$ cat config.mk
export PLATFORM = sky130hd
export DESIGN_NAME = apb_controller
export DESIGN_NICKNAME = d
export VERILOG_FILES = /design/src/rtl/apb_controller.sv
export SDC_FILE = /design/constraint.sdc
export NUM_CORES = 1
export LEC_CHECK = 0
export CELL_PAD_IN_SITES_DETAIL_PLACEMENT = 2
export CELL_PAD_IN_SITES_GLOBAL_PLACEMENT = 2
export CORE_UTILIZATION = 23
export DETAILED_ROUTE_END_ITERATION = 10
export HOLD_SLACK_MARGIN = 0.15
export PLACE_DENSITY = 0.87
export SLEW_MARGIN = 20
export SYNTH_ARGS = -nofsm -noshare
export SYNTH_HDL_FRONTEND = slang
export SYNTH_SLANG_ARGS = --single-unit
$ cat constraint.sdc
create_clock -name hclk -period 2.4 [get_ports hclk]
set_input_delay 0.36 -clock hclk [delete_from_list [all_inputs] [get_ports hclk]]
set_output_delay 0.36 -clock hclk [all_outputs]
set_load 0.03 [all_outputs]
$ cat src/rtl/apb_controller.sv
// apb_controller: sequences pipelined AHB transfers into two-cycle APB setup/access transfers.
// Ports: hclk/hresetn clock and async active-low reset; valid/hwrite/hwrite_reg1 AHB transfer
// qualifiers; haddr/haddr1/haddr2 and hwdata/hwdata1 current and delayed AHB address/data;
// temp_sel one-hot peripheral decode; psel/penable/pwrite/paddr/pwdata registered APB outputs;
// hready_out registered AHB ready back to the master.
module apb_controller (
  input  logic        hclk,
  input  logic        hresetn,
  input  logic        valid,
  input  logic        hwrite,
  input  logic        hwrite_reg1,
  input  logic [31:0] haddr,
  input  logic [31:0] haddr1,
  input  logic [31:0] haddr2,
  input  logic [31:0] hwdata,
  input  logic [31:0] hwdata1,
  input  logic [2:0]  temp_sel,
  output logic        pwrite,
  output logic        penable,
  output logic [2:0]  psel,
  output logic [31:0] paddr,
  output logic [31:0] pwdata,
  output logic        hready_out
);
  typedef enum logic [2:0] {IDLE, WWAIT, READ, WRITE, WRITEP, RENABLE, WENABLE, WENABLEP} state_t;
  state_t      state_q, state_d;
  logic [2:0]  sel1_q, sel2_q, psel_q, psel_d;
  logic [31:0] paddr_q, paddr_d, pwdata_q, pwdata_d;
  logic        pwrite_q, pwrite_d, penable_q, penable_d, hready_q, hready_d;
  logic        from_wwait;
  assign from_wwait = state_q == WWAIT;
  always_comb begin
    state_d = state_q;
    case (state_q)
      IDLE, RENABLE, WENABLE: state_d = !valid ? IDLE : hwrite ? WWAIT : READ;
      WWAIT:                  state_d = valid ? WRITEP : WRITE;
      READ:                   state_d = RENABLE;
      WRITE:                  state_d = valid ? WENABLEP : WENABLE;
      WRITEP:                 state_d = WENABLEP;
      WENABLEP:               state_d = !hwrite_reg1 ? READ : valid ? WRITEP : WRITE;
      default:                state_d = IDLE;
    endcase
    psel_d    = psel_q;
    paddr_d   = paddr_q;
    pwdata_d  = pwdata_q;
    pwrite_d  = pwrite_q;
    penable_d = 1'b0;
    hready_d  = 1'b1;
    // Outputs are loaded on entry to a state so every APB signal comes straight from a flop.
    case (state_d)
      READ: begin
        psel_d   = temp_sel;
        paddr_d  = haddr;
        pwrite_d = 1'b0;
        hready_d = 1'b0;
      end
      // A write reached straight from WWAIT has its address one cycle old; one that was
      // queued behind a previous write's access cycle is two cycles old.
      WRITE, WRITEP: begin
        psel_d   = from_wwait ? sel1_q : sel2_q;
        paddr_d  = from_wwait ? haddr1 : haddr2;
        pwdata_d = from_wwait ? hwdata : hwdata1;
        pwrite_d = 1'b1;
        hready_d = state_d == WRITE;
      end
      RENABLE, WENABLE, WENABLEP: penable_d = 1'b1;
      default: begin
        psel_d   = 3'b000;
        pwrite_d = 1'b0;
      end
    endcase
  end
  always_ff @(posedge hclk or negedge hresetn) begin
    if (!hresetn) begin
      state_q   <= IDLE;
      sel1_q    <= 3'b000;
      sel2_q    <= 3'b000;
      psel_q    <= 3'b000;
      paddr_q   <= 32'h0;
      pwdata_q  <= 32'h0;
      pwrite_q  <= 1'b0;
      penable_q <= 1'b0;
      hready_q  <= 1'b1;
    end else begin
      state_q   <= state_d;
      sel1_q    <= temp_sel;
      sel2_q    <= sel1_q;
      psel_q    <= psel_d;
      paddr_q   <= paddr_d;
      pwdata_q  <= pwdata_d;
      pwrite_q  <= pwrite_d;
      penable_q <= penable_d;
      hready_q  <= hready_d;
    end
  end
  assign psel       = psel_q;
  assign paddr      = paddr_q;
  assign pwdata     = pwdata_q;
  assign pwrite     = pwrite_q;
  assign penable    = penable_q;
  assign hready_out = hready_q;
endmodule

# Word-level counts from Yosys, hierarchy flattened
# Cells that the tools add are included.
# word_totals
register_bits,79
latchBits,0
mem_bits_rw,0
rom_bits,0
inputBits,168
out_inout_bits,70
wordCells,41
mem_count,0
# op_classes
addsub,0
mul,0
div_mod_pow,0
magnitude_cmp,0
eq_ne,13
shift,0
n_mux,14
bitwise,0
n_reduce_logical,5
# ops
cell,count
$mux W32,2
$pmux W32 S2,1
$eq A3 B3 Y1 const B,8
$pmux W3 S6,1
$eq A3 B2 Y1 const B,4
$mux W3,3
$pmux W3 S3,1
$reduce_or A3 Y1,2
$mux W2,2
$pmux W1 S2,2
$eq A3 B1 Y1 const B,1
$logic_not A3 Y1,1
$mux W1,2
$reduce_bool A2 Y1,1
$reduce_or A2 Y1,1

# Logic depth before layout (Yosys ltp)
# Gate-level depths: netlist of the first run.
# depth
depth_word,6
ltp_mapped,8
depth_no_buf,5

# Worst setup path before layout of the first run
# Ideal clock, no wire load.
# synth_timing
path_kind,flip-flop to flip-flop
startpoint,reg state_q[0]
endpoint,reg paddr_q[0] (netlist: paddr[0])
setup_ps,125
t_arrival_ps,1756
required_time_ps,2275
setup_slack_ps,519
path_stages_with_launch,8
path_buffers,3
synth_period_minus_slack_ps,1881
cell_sequence,dfrtp_1 -> buf_6 -> nor3b_4 -> buf_6 -> buf_6 -> mux2_4 -> mux2_2 -> mux2_4
# synth_between
elab_chain_cells,6
elab_cells_between_ends,17
cone_classes,10 x eq/ne; 3 x mux; 4 x reduce/logical
# synth_lines
element,line,text
"start, declared",26,"state_t state_q, state_d;"
"start signal, assigned",85,state_q <= state_d;
$eq A3 B3 Y1 or $logic_not A3 Y1 (tied branches),34,case (state_q)
$reduce_or A3 Y1,34,
$pmux W3 S6,34,
$eq A3 B2 Y1 or $eq A3 B3 Y1 (tied branches),50,case (state_d)
$reduce_or A2 Y1,50,
$pmux W32 S2 or $reduce_bool A2 Y1 (tied branches),-,
"end signal, assigned",89,paddr_q <= paddr_d;
"end, declared",28,"logic [31:0] paddr_q, paddr_d, pwdata_q, pwdata_d;"
# Parallel ways exist; a longest one is shown, timed or not.
# A chain may end at the register's enable or synchronous reset.

# Final worst setup path of the first run
# layout_timing
startpoint,reg state_q[2]
endpoint,reg paddr_q[17] (netlist: paddr[17])
# The elaborated chain is that of the path after synthesis.

==> results.json, run 1 <==
{
  "p_leak_nw": 2.85,
  "cts_tree": "built",
  "ys_async_sr_fraction": 1.00,
  "dr.pass1.iters": 9,
  "setup_violations": 0,
  "power-per-cell-area_nw_per_um2": 1370,
  "synth_edf_count": 0,
  "area_growth_pct": 69.7,
  "ys_ff_latch": 79,
  "worst_slew_pin_slew_ns": 0.665,
  "final_nets": 752,
  "grt_pass1_wl_mm": 25.0,
  "viasPerCell": 4.56,
  "clockBufferDepth": 2,
  "fillers": 1858,
  "port_buffers": 237,
  "wl_mm": 16.1,
  "cts-root-buf": "clkbuf_16",
  "final_cells": 818,
  "cap_viol_max_count": 0,
  "max_freq_mhz": 446,
  "final.setup.tns_ns": 0,
  "chipHeight_um": 138,
  "power.total_w": 0.00991,
  "ir_worst_vdd_mv": 0.430,
  "die_width_um": 138,
  "worstSetupPathType": "reg -> reg",
  "start_util": 0.236,
  "ys.flop_type": "dfrtp_1",
  "rsz0062_at_grt": "false",
  "grt_max_degree": 50,
  "max_stage_delay_ns": 0.54,
  "slew_headroom": 0.557,
  "cts_hold_buf": 1,
  "grt_usage": 0.173,
  "final_cell_mix": "236 x clkdlybuf4s50_1, 78 x dfrtp_1, 67 x mux2_2",
  "antenna_left": 0,
  "synth.avg_cell_area_um2": 12.3,
  "antenna_found_initial": 0,
  "vias": 3734,
  "worstPathArrival_ns": 2.47,
  "numCtsBuffers": 9,
  "rows": 49,
  "die-area_um2": 19100,
  "worst_setup_path_end_kind": "register",
  "yosys-top-cells-area": "dfrtp_1 46%, mux2_2 18%, mux2_4 9.9%",
  "cts.clk_slew.worst_paths_ns": 0.06,
  "io_pins": 238,
  "yosys.area.top_type": "dfrtp_1",
  "finalCritPeriodShare": 0.935,
  "finalWeightedCongestion": 0.756,
  "yosysWarnings": 0,
  "hold_viol_final": 0,
  "synth_top_area_share": 0.458,
  "cts_setup_buffers": 0,
  "worstHoldPathType": "reg -> reg",
  "netlist_area_um2": 4260,
  "numClockSinks": 79,
  "crit_slowest_cell": "dfrtp_1",
  "status": "finished with violations",
  "drt-wirelength-per-cell_um": 19.6,
  "dp.final_hpwl_mm": 12.9,
  "synth_cell_types": 32,
  "layout_commonest_cell": "clkdlybuf4s50_1",
  "overflow": 0,
  "cts_resized": 0,
  "synth.net_count": 514,
  "clock_skew_ns": 0.00763,
  "clk_latency_ns": 0.34,
  "drv_slew": 0,
  "required_ns": 2.62,
  "drc": 46,
  "drt_iter0_drc": 140,
  "startpoint_type": "register",
  "crit_top_cell": "mux2_2",
  "finalCriticalPeriod_ns": 2.24,
  "violations": "DRC",
  "drive_gt1_frac": 0.221,
  "netlist_instances": 346,
  "dp.cells": 801,
  "cp_cell_sequence": "nor3b_4 -> buf_12 -> mux2_2 -> mux2_2 -> mux2_1",
  "seq_area_frac_synth": 0.464,
  "coreArea_um2": 18100,
  "n_antenna_cell": 0,
  "post-route-worst-setup-slack_ns": 0.156,
  "htree_levels": 3,
  "post-place-ws_ns": 0.154,
  "crit_fanout": 29,
  "first_global_vias": 4235
}
==> Yosys cell counts, types with 4 or more instances <==
cell,number
dfrtp_1,78
mux2_2,67
nor2_1,37
a21oi_1,35
mux2i_1,32
mux2_4,28
buf_2,10
buf_4,7
buf_6,6
nand2_1,6
nand4_1,6
o22ai_1,4
==> final timing paths <==
kind                             from    endpoint  slack (ns)  cells past startpoint
max                        state_q[2]   paddr[17]        0.16                      5
min                         sel1_q[1]   sel2_q[1]        0.38                      0
max reg2reg                state_q[2]   paddr[17]        0.16                      5
min reg2reg                 sel1_q[1]   sel2_q[1]        0.38                      0
max in group asynchronous     hresetn  pwdata[28]        1.15                      3
min in group asynchronous     hresetn    paddr[6]        0.59                      2
==> state kept, by name, summed over array words and instances (netlist names) <==
name,flops
psel,3
pwdata,32
paddr,32
penable,1
sel1_q,3
pwrite,1
sel2_q,3
state_q,3
hready_out,1
==> power breakdown <==
group / internal, W / switching [W] / leakage (nW)
Combinational: 0.00288 / 0.00315 / 1.79
Clock: 0.000939 / 0.000549 / 0.156
Sequential: 0.00199 / 0.000397 / 0.904
==> cells by family after synthesis <==
kind of cell	count (synthesis)	share of synthesized area
adder cells (fa/ha/maj)	1	0.00235
AND/OR/NAND/NOR	59	0.0663
flip-flops	79	0.464
buffers and inverters	28	0.0443
AO/OA/AOI/OAI	50	0.0678
multiplexers	128	0.353
XOR/XNOR	1	0.00205
==> cell type report <==
class	count	area, µm²	area share
clock buffers	11	243	0.0335
clock inverters	5	81.3	0.0112
inverters	4	15.0	0.00208
multi-input cells	239	2100	0.291
flip-flops and latches	79	1980	0.273
well taps	229	287	0.0396
repair buffers	251	2530	0.349
==> through the flow <==
| step | instance area [µm²] | hold slack, ns | util |
|---|---|---|---|
| 2_1_floorplan | 4260 | 0.0644 | - |
| 3_3_place_gp | 6900 | 0.363 | 0.382 |
| 3_5_place_dp | 6900 | 0.365 | 0.382 |
| 4_1_cts | 7240 | 0.379 | 0.400 |
| 5_1_grt | 7240 | 0.387 | 0.400 |
| 6_report | 7240 | 0.380 | 0.400 |
==> critical path: cells and delay by family, from the launching register on <==
kind	cells	cell delay (ns)
buffers and inverters	1	0.27
DFF	1	0.54
muxes	3	0.91
and+or+nand+nor	1	0.38
==> per-layer routing <==
metal  global-route usage  up-vias  part of all wire
li1                     -     1715                 -
met1                0.181     1833              0.36
met2                0.321      155              0.53
met3               0.0430       31             0.072
met4               0.0887        0             0.036
met5                    0        -                 0
(Power assumes the default switching activity.)
==> inputs of run 2 (changes only) <==
--- a/config.mk
+++ b/config.mk
@@ -9,6 +9,7 @@
 export CELL_PAD_IN_SITES_GLOBAL_PLACEMENT = 2
 export CORE_UTILIZATION = 23
 export DETAILED_ROUTE_END_ITERATION = 10
+export GPL_TIMING_DRIVEN = 0
 export HOLD_SLACK_MARGIN = 0.15
 export PLACE_DENSITY = 0.87
 export SLEW_MARGIN = 20
==> run 2 against run 1 <==
  * The flow still finishes with violations (DRC)
  * Cell area barely moved
  * Register-to-register slack about the same
  * Cell count up 1.3%
  * Core utilization about the same
  * Die area stayed put
  * Critical path type unchanged
==> results.json, run 2 (synthesized netlist as in run 1, its figures left out) <==
{
  "status": "finished with violations",
  "violations": "DRC",
  "cell_internal_pwr_w": 0.00571,
  "cap_viol_max_count": 0,
  "clock_skew_ns": 0.00641,
  "start_util": 0.236,
  "finalCoreUtilization": 0.400,
  "finalWeightedCongestion": 0.779,
  "cts_hold_buf": 1,
  "numClockSinks": 79,
  "antenna_left": 0,
  "crit_slowest_cell": "dfrtp_1",
  "hold_path_depth": 0,
  "cts_setup_buffers": 0,
  "drt-wirelength-per-cell_um": 20.5,
  "n_antenna_cell": 0,
  "cts_resized": 0,
  "rows": 49,
  "cts_tree": "built",
  "grt_pass1_wl_mm": 26.1,
  "numCtsBuffers": 9,
  "worst_setup_path_end_kind": "register",
  "ir_worst_vdd_mv": 0.350,
  "final_nets": 764,
  "cts-root-buf": "clkbuf_16",
  "power.total_w": 0.00989,
  "reg2reg_depth": 6,
  "io_pins": 238,
  "die-area_um2": 19100,
  "first_global_vias": 4493,
  "die_width_um": 138,
  "final_cell_mix": "236 x clkdlybuf4s50_1, 78 x dfrtp_1, 67 x mux2_2",
  "drc": 46,
  "overflow": 0,
  "vias": 3783,
  "finalCriticalPeriod_ns": 2.25,
  "multi_input_area_um2": 2100,
  "viasPerCell": 4.56,
  "grt_usage": 0.183,
  "power-per-cell-area_nw_per_um2": 1370,
  "rsz0062_at_grt": "false",
  "chipHeight_um": 138,
  "area_growth_pct": 69.7,
  "fillers": 1874,
  "clock_power_share": 0.135,
  "max_freq_mhz": 444,
  "hold_viol_final": 0,
  "cp_top_family": "multiplexers",
  "drive_gt1_frac": 0.233,
  "critPathBufInv": 2,
  "dp.cells": 813,
  "clockBufferDepth": 2,
  "final.setup.tns_ns": 0,
  "sw_frac_of_total": 0.422,
  "required_ns": 2.63,
  "dr.pass1.iters": 7,
  "worstPathArrival_ns": 2.48,
  "slew_headroom": 0.629,
  "switching_power_w": 0.00417,
  "worstSetupPathType": "reg -> reg",
  "wl_mm": 17.0,
  "dp.final_hpwl_mm": 13.6,
  "ff_latch_area_um2": 1980,
  "setup_violations": 0,
  "htree_levels": 3,
  "combPwrFrac": 0.626,
  "max_stage_delay_ns": 0.43,
  "grt_max_degree": 45,
  "sequentialPowerShare": 0.239,
  "drv_slew": 0,
  "antenna_found_initial": 0,
  "drt_iter0_drc": 121,
  "clk_latency_ns": 0.34,
  "port_buffers": 237,
  "p_leak_nw": 2.89,
  "cp_num_cells": 6,
  "layout_commonest_cell": "clkdlybuf4s50_1",
  "coreArea_um2": 18100,
  "cts.clk_slew.worst_paths_ns": 0.06,
  "worstHoldPathType": "reg -> reg",
  "finalCritPeriodShare": 0.938,
  "worst_slew_pin_slew_ns": 0.552,
  "startpoint_type": "register",
  "final_cells": 829,
  "cp_cell_sequence": "buf_2 -> nand2_1 -> o21bai_4 -> buf_2 -> mux2_2 -> mux2_2",
  "crit_fanout": 10
}
## run 2: cell count changes in the layout (fill, tap and decap cells not counted), moves of 2 or more
cell,before,now
buf_4,10,8
buf_6,0,6
clkinv_2,1,4
buf_2,0,10
buf_12,4,0
## run 2: power by group through the flow
stage                     clock network (W)  registers, W  logic [W]
after detailed placement                  0       0.00238    0.00625
after floorplan                           0       0.00349    0.00273
after global placement                    0       0.00232    0.00601
final                               0.00133       0.00237    0.00618
after CTS                           0.00140       0.00238    0.00629
after global routing                0.00144       0.00245    0.00658
## run 2: stage by stage
stage,setup WS [ns],hold slack (ns),area [µm²]
global placement,-1.99,0.363,6920
finish,0.150,0.379,7240
global route,0.00279,0.397,7240
floorplan,0.519,0.0644,4260
detailed placement,-0.232,0.371,6950
CTS,0.109,0.383,7240
## run 2: final cells by class
cell class,instances,area share
clock inverters,5,0.00692
multi-input cells,239,0.290
well taps,229,0.0396
repair buffers,239,0.333
flip-flops and latches,79,0.273
plain buffers,24,0.0240
clock buffers,10,0.0316
inverters,4,0.00207
## run 2: routing by layer
metal	up-vias	wire length (µm)	GRT usage
met2	162	9030	0.342
met4	0	693	0.106
met3	38	1290	0.0485
met5	-	0	0
li1	1733	-	-
met1	1850	5940	0.182
## run 2: final timing paths
kind	from	to	slack, ns
max	state_q[2]	paddr[31]	0.15
min	sel1_q[1]	sel2_q[1]	0.38
max reg2reg	state_q[2]	paddr[31]	0.15
min reg2reg	sel1_q[1]	sel2_q[1]	0.38
max in group asynchronous	hresetn	hready_out	1.18
min in group asynchronous	hresetn	pwdata[9]	0.55
==> inputs of run 3 (changes only) <==
--- a/config.mk
+++ b/config.mk
@@ -5,6 +5,7 @@
 export SDC_FILE = /design/constraint.sdc
 export NUM_CORES = 1
 export LEC_CHECK = 0
+export CAP_MARGIN = 5
 export CELL_PAD_IN_SITES_DETAIL_PLACEMENT = 2
 export CELL_PAD_IN_SITES_GLOBAL_PLACEMENT = 2
 export CORE_UTILIZATION = 23
==> results of run 3 <==
Final layout, timing and power as in run 2 (identical DEF).
